===== config.mk =====
export PLATFORM = sky130hd
export DESIGN_NAME = pipe_stage_reg
export DESIGN_NICKNAME = d
export VERILOG_FILES = /design/src/rtl/pipe_stage_reg.sv
export SDC_FILE = /design/constraint.sdc
export NUM_CORES = 1
export LEC_CHECK = 0
export ABC_CLOCK_PERIOD_IN_PS = 2200
export CORE_MARGIN = 2
export CORE_UTILIZATION = 40
export CTS_BUF_LIST = sky130_fd_sc_hd__clkbuf_16
export CTS_CLUSTER_DIAMETER = 100
export DETAILED_ROUTE_END_ITERATION = 6
export PLACE_DENSITY = 0.67
export REMOVE_ABC_BUFFERS = 1
export SETUP_SLACK_MARGIN = 0.05
export SLEW_MARGIN = 10
export SYNTH_ARGS = -nofsm -noshare
export SYNTH_HDL_FRONTEND = slang
export SYNTH_SLANG_ARGS = --single-unit
export TNS_END_PERCENT = 30

===== constraint.sdc =====
create_clock -name clk -period 2.2 [get_ports clk]
set_input_delay 0.33 -clock clk [delete_from_list [all_inputs] [get_ports clk]]
set_output_delay 0.33 -clock clk [all_outputs]
set_load 0.02 [all_outputs]

===== src/rtl/pipe_stage_reg.sv =====
// ============================================================================
// Module      : pipe_stage_reg
// Description : Parametrised inter-stage pipeline register with valid/ready
//               handshake, optional skid entry, flush and stall counter.
// Revision    : 1.0 - initial release
// ============================================================================
`default_nettype none

module pipe_stage_reg #(
    parameter int DATA_W = 101,
    parameter int CTRL_W = 5,
    parameter int SKID   = 1,
    parameter int CNT_W  = 16
) (
    input  logic              clk,
    input  logic              reset,
    input  logic              in_valid,
    output logic              in_ready,
    input  logic [DATA_W-1:0] in_data,
    input  logic [CTRL_W-1:0] in_ctrl,
    input  logic              flush,
    output logic              out_valid,
    input  logic              out_ready,
    output logic [DATA_W-1:0] out_data,
    output logic [CTRL_W-1:0] out_ctrl,
    output logic [CNT_W-1:0]  stall_cnt
);

    localparam logic [CNT_W-1:0] c_cnt_one = {{(CNT_W-1){1'b0}}, 1'b1};
    localparam logic [CNT_W-1:0] c_cnt_max = {CNT_W{1'b1}};

    // Main entry: always the word presented downstream
    logic              r_valid_m;
    logic [DATA_W-1:0] r_data_m;
    logic [CTRL_W-1:0] r_ctrl_m;
    logic [CNT_W-1:0]  r_stall_cnt;

    logic w_in_ready;
    logic w_acc;
    logic w_dep;
    logic w_stalled;

    assign w_acc     = in_valid & w_in_ready;
    assign w_dep     = r_valid_m & out_ready;
    assign w_stalled = r_valid_m & ~out_ready;

    generate
        if (SKID != 0) begin : g_skid
            logic              r_valid_s;
            logic [DATA_W-1:0] r_data_s;
            logic [CTRL_W-1:0] r_ctrl_s;

            // Ready depends only on state, so no combinational path from out_ready
            assign w_in_ready = ~r_valid_s;

            always_ff @(posedge clk) begin
                if (reset) begin
                    r_valid_m <= 1'b0;
                    r_data_m  <= '0;
                    r_ctrl_m  <= '0;
                    r_valid_s <= 1'b0;
                    r_data_s  <= '0;
                    r_ctrl_s  <= '0;
                end else if (flush) begin
                    r_valid_m <= 1'b0;
                    r_ctrl_m  <= '0;
                    r_valid_s <= 1'b0;
                    r_ctrl_s  <= '0;
                end else if (!r_valid_m || out_ready) begin
                    if (r_valid_s) begin
                        // Skid word is older than anything arriving now
                        r_valid_m <= 1'b1;
                        r_data_m  <= r_data_s;
                        r_ctrl_m  <= r_ctrl_s;
                        r_valid_s <= w_acc;
                        if (w_acc) begin
                            r_data_s <= in_data;
                            r_ctrl_s <= in_ctrl;
                        end
                    end else if (w_acc) begin
                        r_valid_m <= 1'b1;
                        r_data_m  <= in_data;
                        r_ctrl_m  <= in_ctrl;
                    end else begin
                        r_valid_m <= 1'b0;
                    end
                end else if (w_acc) begin
                    r_valid_s <= 1'b1;
                    r_data_s  <= in_data;
                    r_ctrl_s  <= in_ctrl;
                end
            end
        end else begin : g_noskid
            assign w_in_ready = ~r_valid_m | out_ready;

            always_ff @(posedge clk) begin
                if (reset) begin
                    r_valid_m <= 1'b0;
                    r_data_m  <= '0;
                    r_ctrl_m  <= '0;
                end else if (flush) begin
                    r_valid_m <= 1'b0;
                    r_ctrl_m  <= '0;
                end else if (w_acc) begin
                    r_valid_m <= 1'b1;
                    r_data_m  <= in_data;
                    r_ctrl_m  <= in_ctrl;
                end else if (w_dep) begin
                    r_valid_m <= 1'b0;
                end
            end
        end
    endgenerate

    // Counts stalled cycles regardless of flush; only reset clears it
    always_ff @(posedge clk) begin
        if (reset) begin
            r_stall_cnt <= '0;
        end else if (w_stalled && (r_stall_cnt != c_cnt_max)) begin
            r_stall_cnt <= r_stall_cnt + c_cnt_one;
        end
    end

    assign in_ready  = w_in_ready;
    assign out_valid = r_valid_m;
    assign out_data  = r_data_m;
    assign out_ctrl  = r_valid_m ? r_ctrl_m : '0;
    assign stall_cnt = r_stall_cnt;

endmodule

`default_nettype wire


==> summary.txt <==
Pwr
  • IR drop worst, VDD: 0.487 mV
  • Comb power frac: 11.7%
  • Switching power: 0.00233 W
  • Pwr Density: 760 mW/mm^2
  • Clock power share: 42.8%
  • Fraction of power spent switching nets: 24.2%
  • Flop pwr share: 45.5%
  • Static Leak: 4.19 nW
  • Int Power: 0.00732 W

Die
  • DIE WIDTH: 156 um
  • Initial Util: 40.7%
  • Num rows: 55
  • Ports: 235
  • Die H: 156 um
  • Die area: 0.0242 mm^2
  • Core ar.: 0.0226 mm^2

Layout
  • Share of post-route cells with drive strength above 1: 5.93%
  • FF/Latch Area: 0.00461 mm^2
  • N_diodes: 0
  • Post-route cell area: 0.0127 mm^2
  • Final std cells w/o fill: 1549
  • Filler cell count: 2051
  • Multi-input gate area: 0.00421 mm^2
  • Area Overhead vs Synth: 38.0%
  • Nets: 1358

GRT
  • Largest net degree at the start of global routing: 97
  • Number of global-route vias before repair: 7443
  • GRT Overall Usage: 19.3%
  • Gr ovfl total: 0
  • Initial antenna violation count: 1
  • First-pass GRT wire length: 38600 um

Placement
  • Port Buffers: 234
  • # placed instances: 1503
  • Placer Congestion: 0.829
  • DP HPWL: 15300 um
  • Place WS: 0.125 ns
  • Placed Area: 0.0119 mm^2

Timing
  • Max_slew headroom: 53.2%
  • Final period util: 91.1%
  • Max frequency: 499 MHz
  • Pins Over Slew Limit: 0
  • Layout Skew: 0.0129 ns
  • RSZ-0062 raised after global routing: false
  • Setup Viol. Count Final: 0
  • PnR worst setup slack: 0.197 ns
  • Least-Margin Pin Slew: 0.702 ns
  • Final Hold Viols: 0
  • Min cycle time layout: 2.00 ns

Clock network
  • CTS buffer count: 26
  • Clock slew at reported path FFs: 0.06 ns
  • Clock Path Buffers: 3
  • H-tree depth: 1
  • Hold Buf Count CTS: 0
  • Clk root buf: clkbuf_16
  • Clk sinks: 230
  • Clk_lat worst skew: 0.52 ns
  • CTS tree: done

Critical path
  • Crit path DAT: 1.67 ns
  • Critical path class: flop to primary output
  • CP Data Required Time: 1.87 ns
  • Crit path max-delay family: buffers and inverters
  • R2R setup slack: 0.28 ns
  • Reg-to-reg endpoint: stall_cnt[8]
  • Critical Path Source: stall_cnt[4]
  • R2R cell count: 5
  • Critical R2R Launch: stall_cnt[0]
  • Critical path's slowest cell: clkdlybuf4s50_1
  • Max FO, Critical Path: 8
  • Cell chain of the critical path: clkdlybuf4s50_1
  • CP endpoint kind: primary output
  • WP buf/inv: 1
  • Critical Path Start Type: flop
  • CP max stage delay: 0.67 ns

Synth
  • Synthesis Warnings: 0
  • Compound-Gate Fraction of Synth Area: 15.8%
  • Synth Cell Area: 0.00920 mm^2
  • Post-Synth Simple-Gate Area: 17.1%
  • Post-Synth XOR/XNOR Area: 0%
  • Main synth FF type: dfxtp_1
  • Post-synth cell types: 41
  • Synth area leaders: dfxtp_1 50%, mux2i_1 12%, a211oi_1 8.8%
  • Async set-or-reset flop fraction in the synthesized netlist: 0%
  • Main combinational cell family by area after synthesis: simple AND/OR/NAND/NOR gates
  • Adder-cell area share of the yosys netlist: 0.136%
  • Top cell type's share of synthesized area: 50.1%
  • Cells after Synth: 1042
  • Synth Register Bits: 230
  • Post-synth EDFFs: 0
  • Mux share of post-synthesis cell area: 12.4%
  • Syn avg cell area: 8.83 um^2
  • Top cell type by total area after synthesis: dfxtp_1
  • Sequential area share after synthesis: 50.1%

Drt
  • 1st-iter DRT viols: 291
  • Wire per inst: 15.3 um
  • Post-DRT Antenna Nets: 0
  • Via count: 7919
  • DRC Markers: 0
  • Via/cell ratio: 5.11
  • Final wirelength: 23700 um
  • Drt first pass iters: 6

Job
  • Max cap viols: 0

Min path
  • Hold Path Class: input pin to flop
  • Hold Path Sink: g_skid.r_data_s[39]
  • Hold path start: reset
  • Worst hold stages: 2

Outcome
  • Outcome: finished, final reports clean
## layer usage
layer / share of wire (%) / global-route usage (%) / wire (um) / vias to the layer above
met5: 0.055 / 0 / 13 / -
met4: 1.7 / 4.54 / 396 / 2
met1: 46 / 25.4 / 11000 / 3672
met2: 44 / 30.7 / 10400 / 194
met3: 8.2 / 6.36 / 1940 / 28
li1: - / - / - / 4023
## sequential cells by signal, indices dropped and copies added (netlist names)
signal and count:
out_data 101, r_ctrl_m 5, g_skid.r_valid_s 1, g_skid.r_ctrl_s 5, stall_cnt 16, g_skid.r_data_s 101
out_valid 1
## cells in the mapped netlist (5+ instances only)
cell,n
clkbuf_1,33
nand2_1,206
a211oi_1,108
buf_2,30
nor2_1,123
a21oi_1,109
buf_4,11
buf_1,9
nor3_1,10
a31oi_1,6
mux2i_1,111
nand3_1,5
dfxtp_1,230
and2_1,6
## placed cells by master, fill, tap and decap left out, types with 2 or more instances in the layout
cell type and n:
clkdlybuf4s50_1 233, dfxtp_1 228, nand2_1 206, nor2_1 123
mux2i_1 111, a21oi_1 109, a211oi_1 108, clkbuf_16 27
buf_12 13, buf_4 12, inv_1 10, nor3_1 10
and2_1 6, a31oi_1 6, nand3_1 5, nor2b_1 4
nor4_1 4, clkinv_1 4, mux2_2 3, o21ai_0 3
clkinvlp_4 3, clkinv_2 3, or2_2 2, nand4_1 2
o31ai_1 2, or4_1 2, or3_1 2, bufinv_16 2
## worst max path at each step
stage	slack, ns	depth (start not counted)	endpoint
floorplan	-8.30	3	out_data[0]
global placement	0.13	5	stall_cnt[13]
detailed placement	0.13	5	stall_cnt[13]
CTS	0.14	1	stall_cnt[4]
global route	0.10	2	out_ctrl[0]
finish	0.20	1	stall_cnt[4]
## area by class of cell
type	count	area share, %
well taps	285	2.81
clock buffers	27	5.32
inverters	3	0.0887
repair buffers	259	21.2
flip-flops and latches	230	36.3
multi-input cells	726	33.1
clock inverters	19	1.09
## cells by family (layout without fill, tap and decap cells)
family,count (synthesis),after routing
flip-flops,230,230
AND/OR/NAND/NOR,379,379
adder cells (fa/ha/maj),1,1
multiplexers,114,114
AO/OA/AOI/OAI,232,232
buffers and inverters,86,308
## repair_timing
item                       CTS  global route
gates resized for setup      1             0
setup endpoints to repair    1             0
buffers inserted             0             0
## power by group through the flow
| stage | sequential, W | combinational (W) | clock [W] |
|---|---|---|---|
| 3_5_place_dp | 0.00448 | 0.00114 | 0 |
| 3_3_place_gp | 0.00448 | 0.00113 | 0 |
| 5_1_grt | 0.00441 | 0.00122 | 0.00446 |
| 6_report | 0.00439 | 0.00113 | 0.00413 |
| 2_1_floorplan | 0.00464 | 0.000334 | 0 |
| 4_1_cts | 0.00439 | 0.00114 | 0.00424 |
## per-stage QoR
stage / power (W) / hold WS, ns / utilization (%) / TNS [ns]
after floorplan: 0.00498 / 0.399 / - / -1268.73
after detailed placement: 0.00562 / 0.446 / 52.6 / 0
after CTS: 0.00977 / 0.183 / 56.2 / 0
after global routing: 0.0101 / 0.199 / 56.2 / 0
after global placement: 0.00561 / 0.441 / 52.6 / 0
final: 0.00965 / 0.197 / 56.2 / 0
Power figures use the tool's default switching activity.
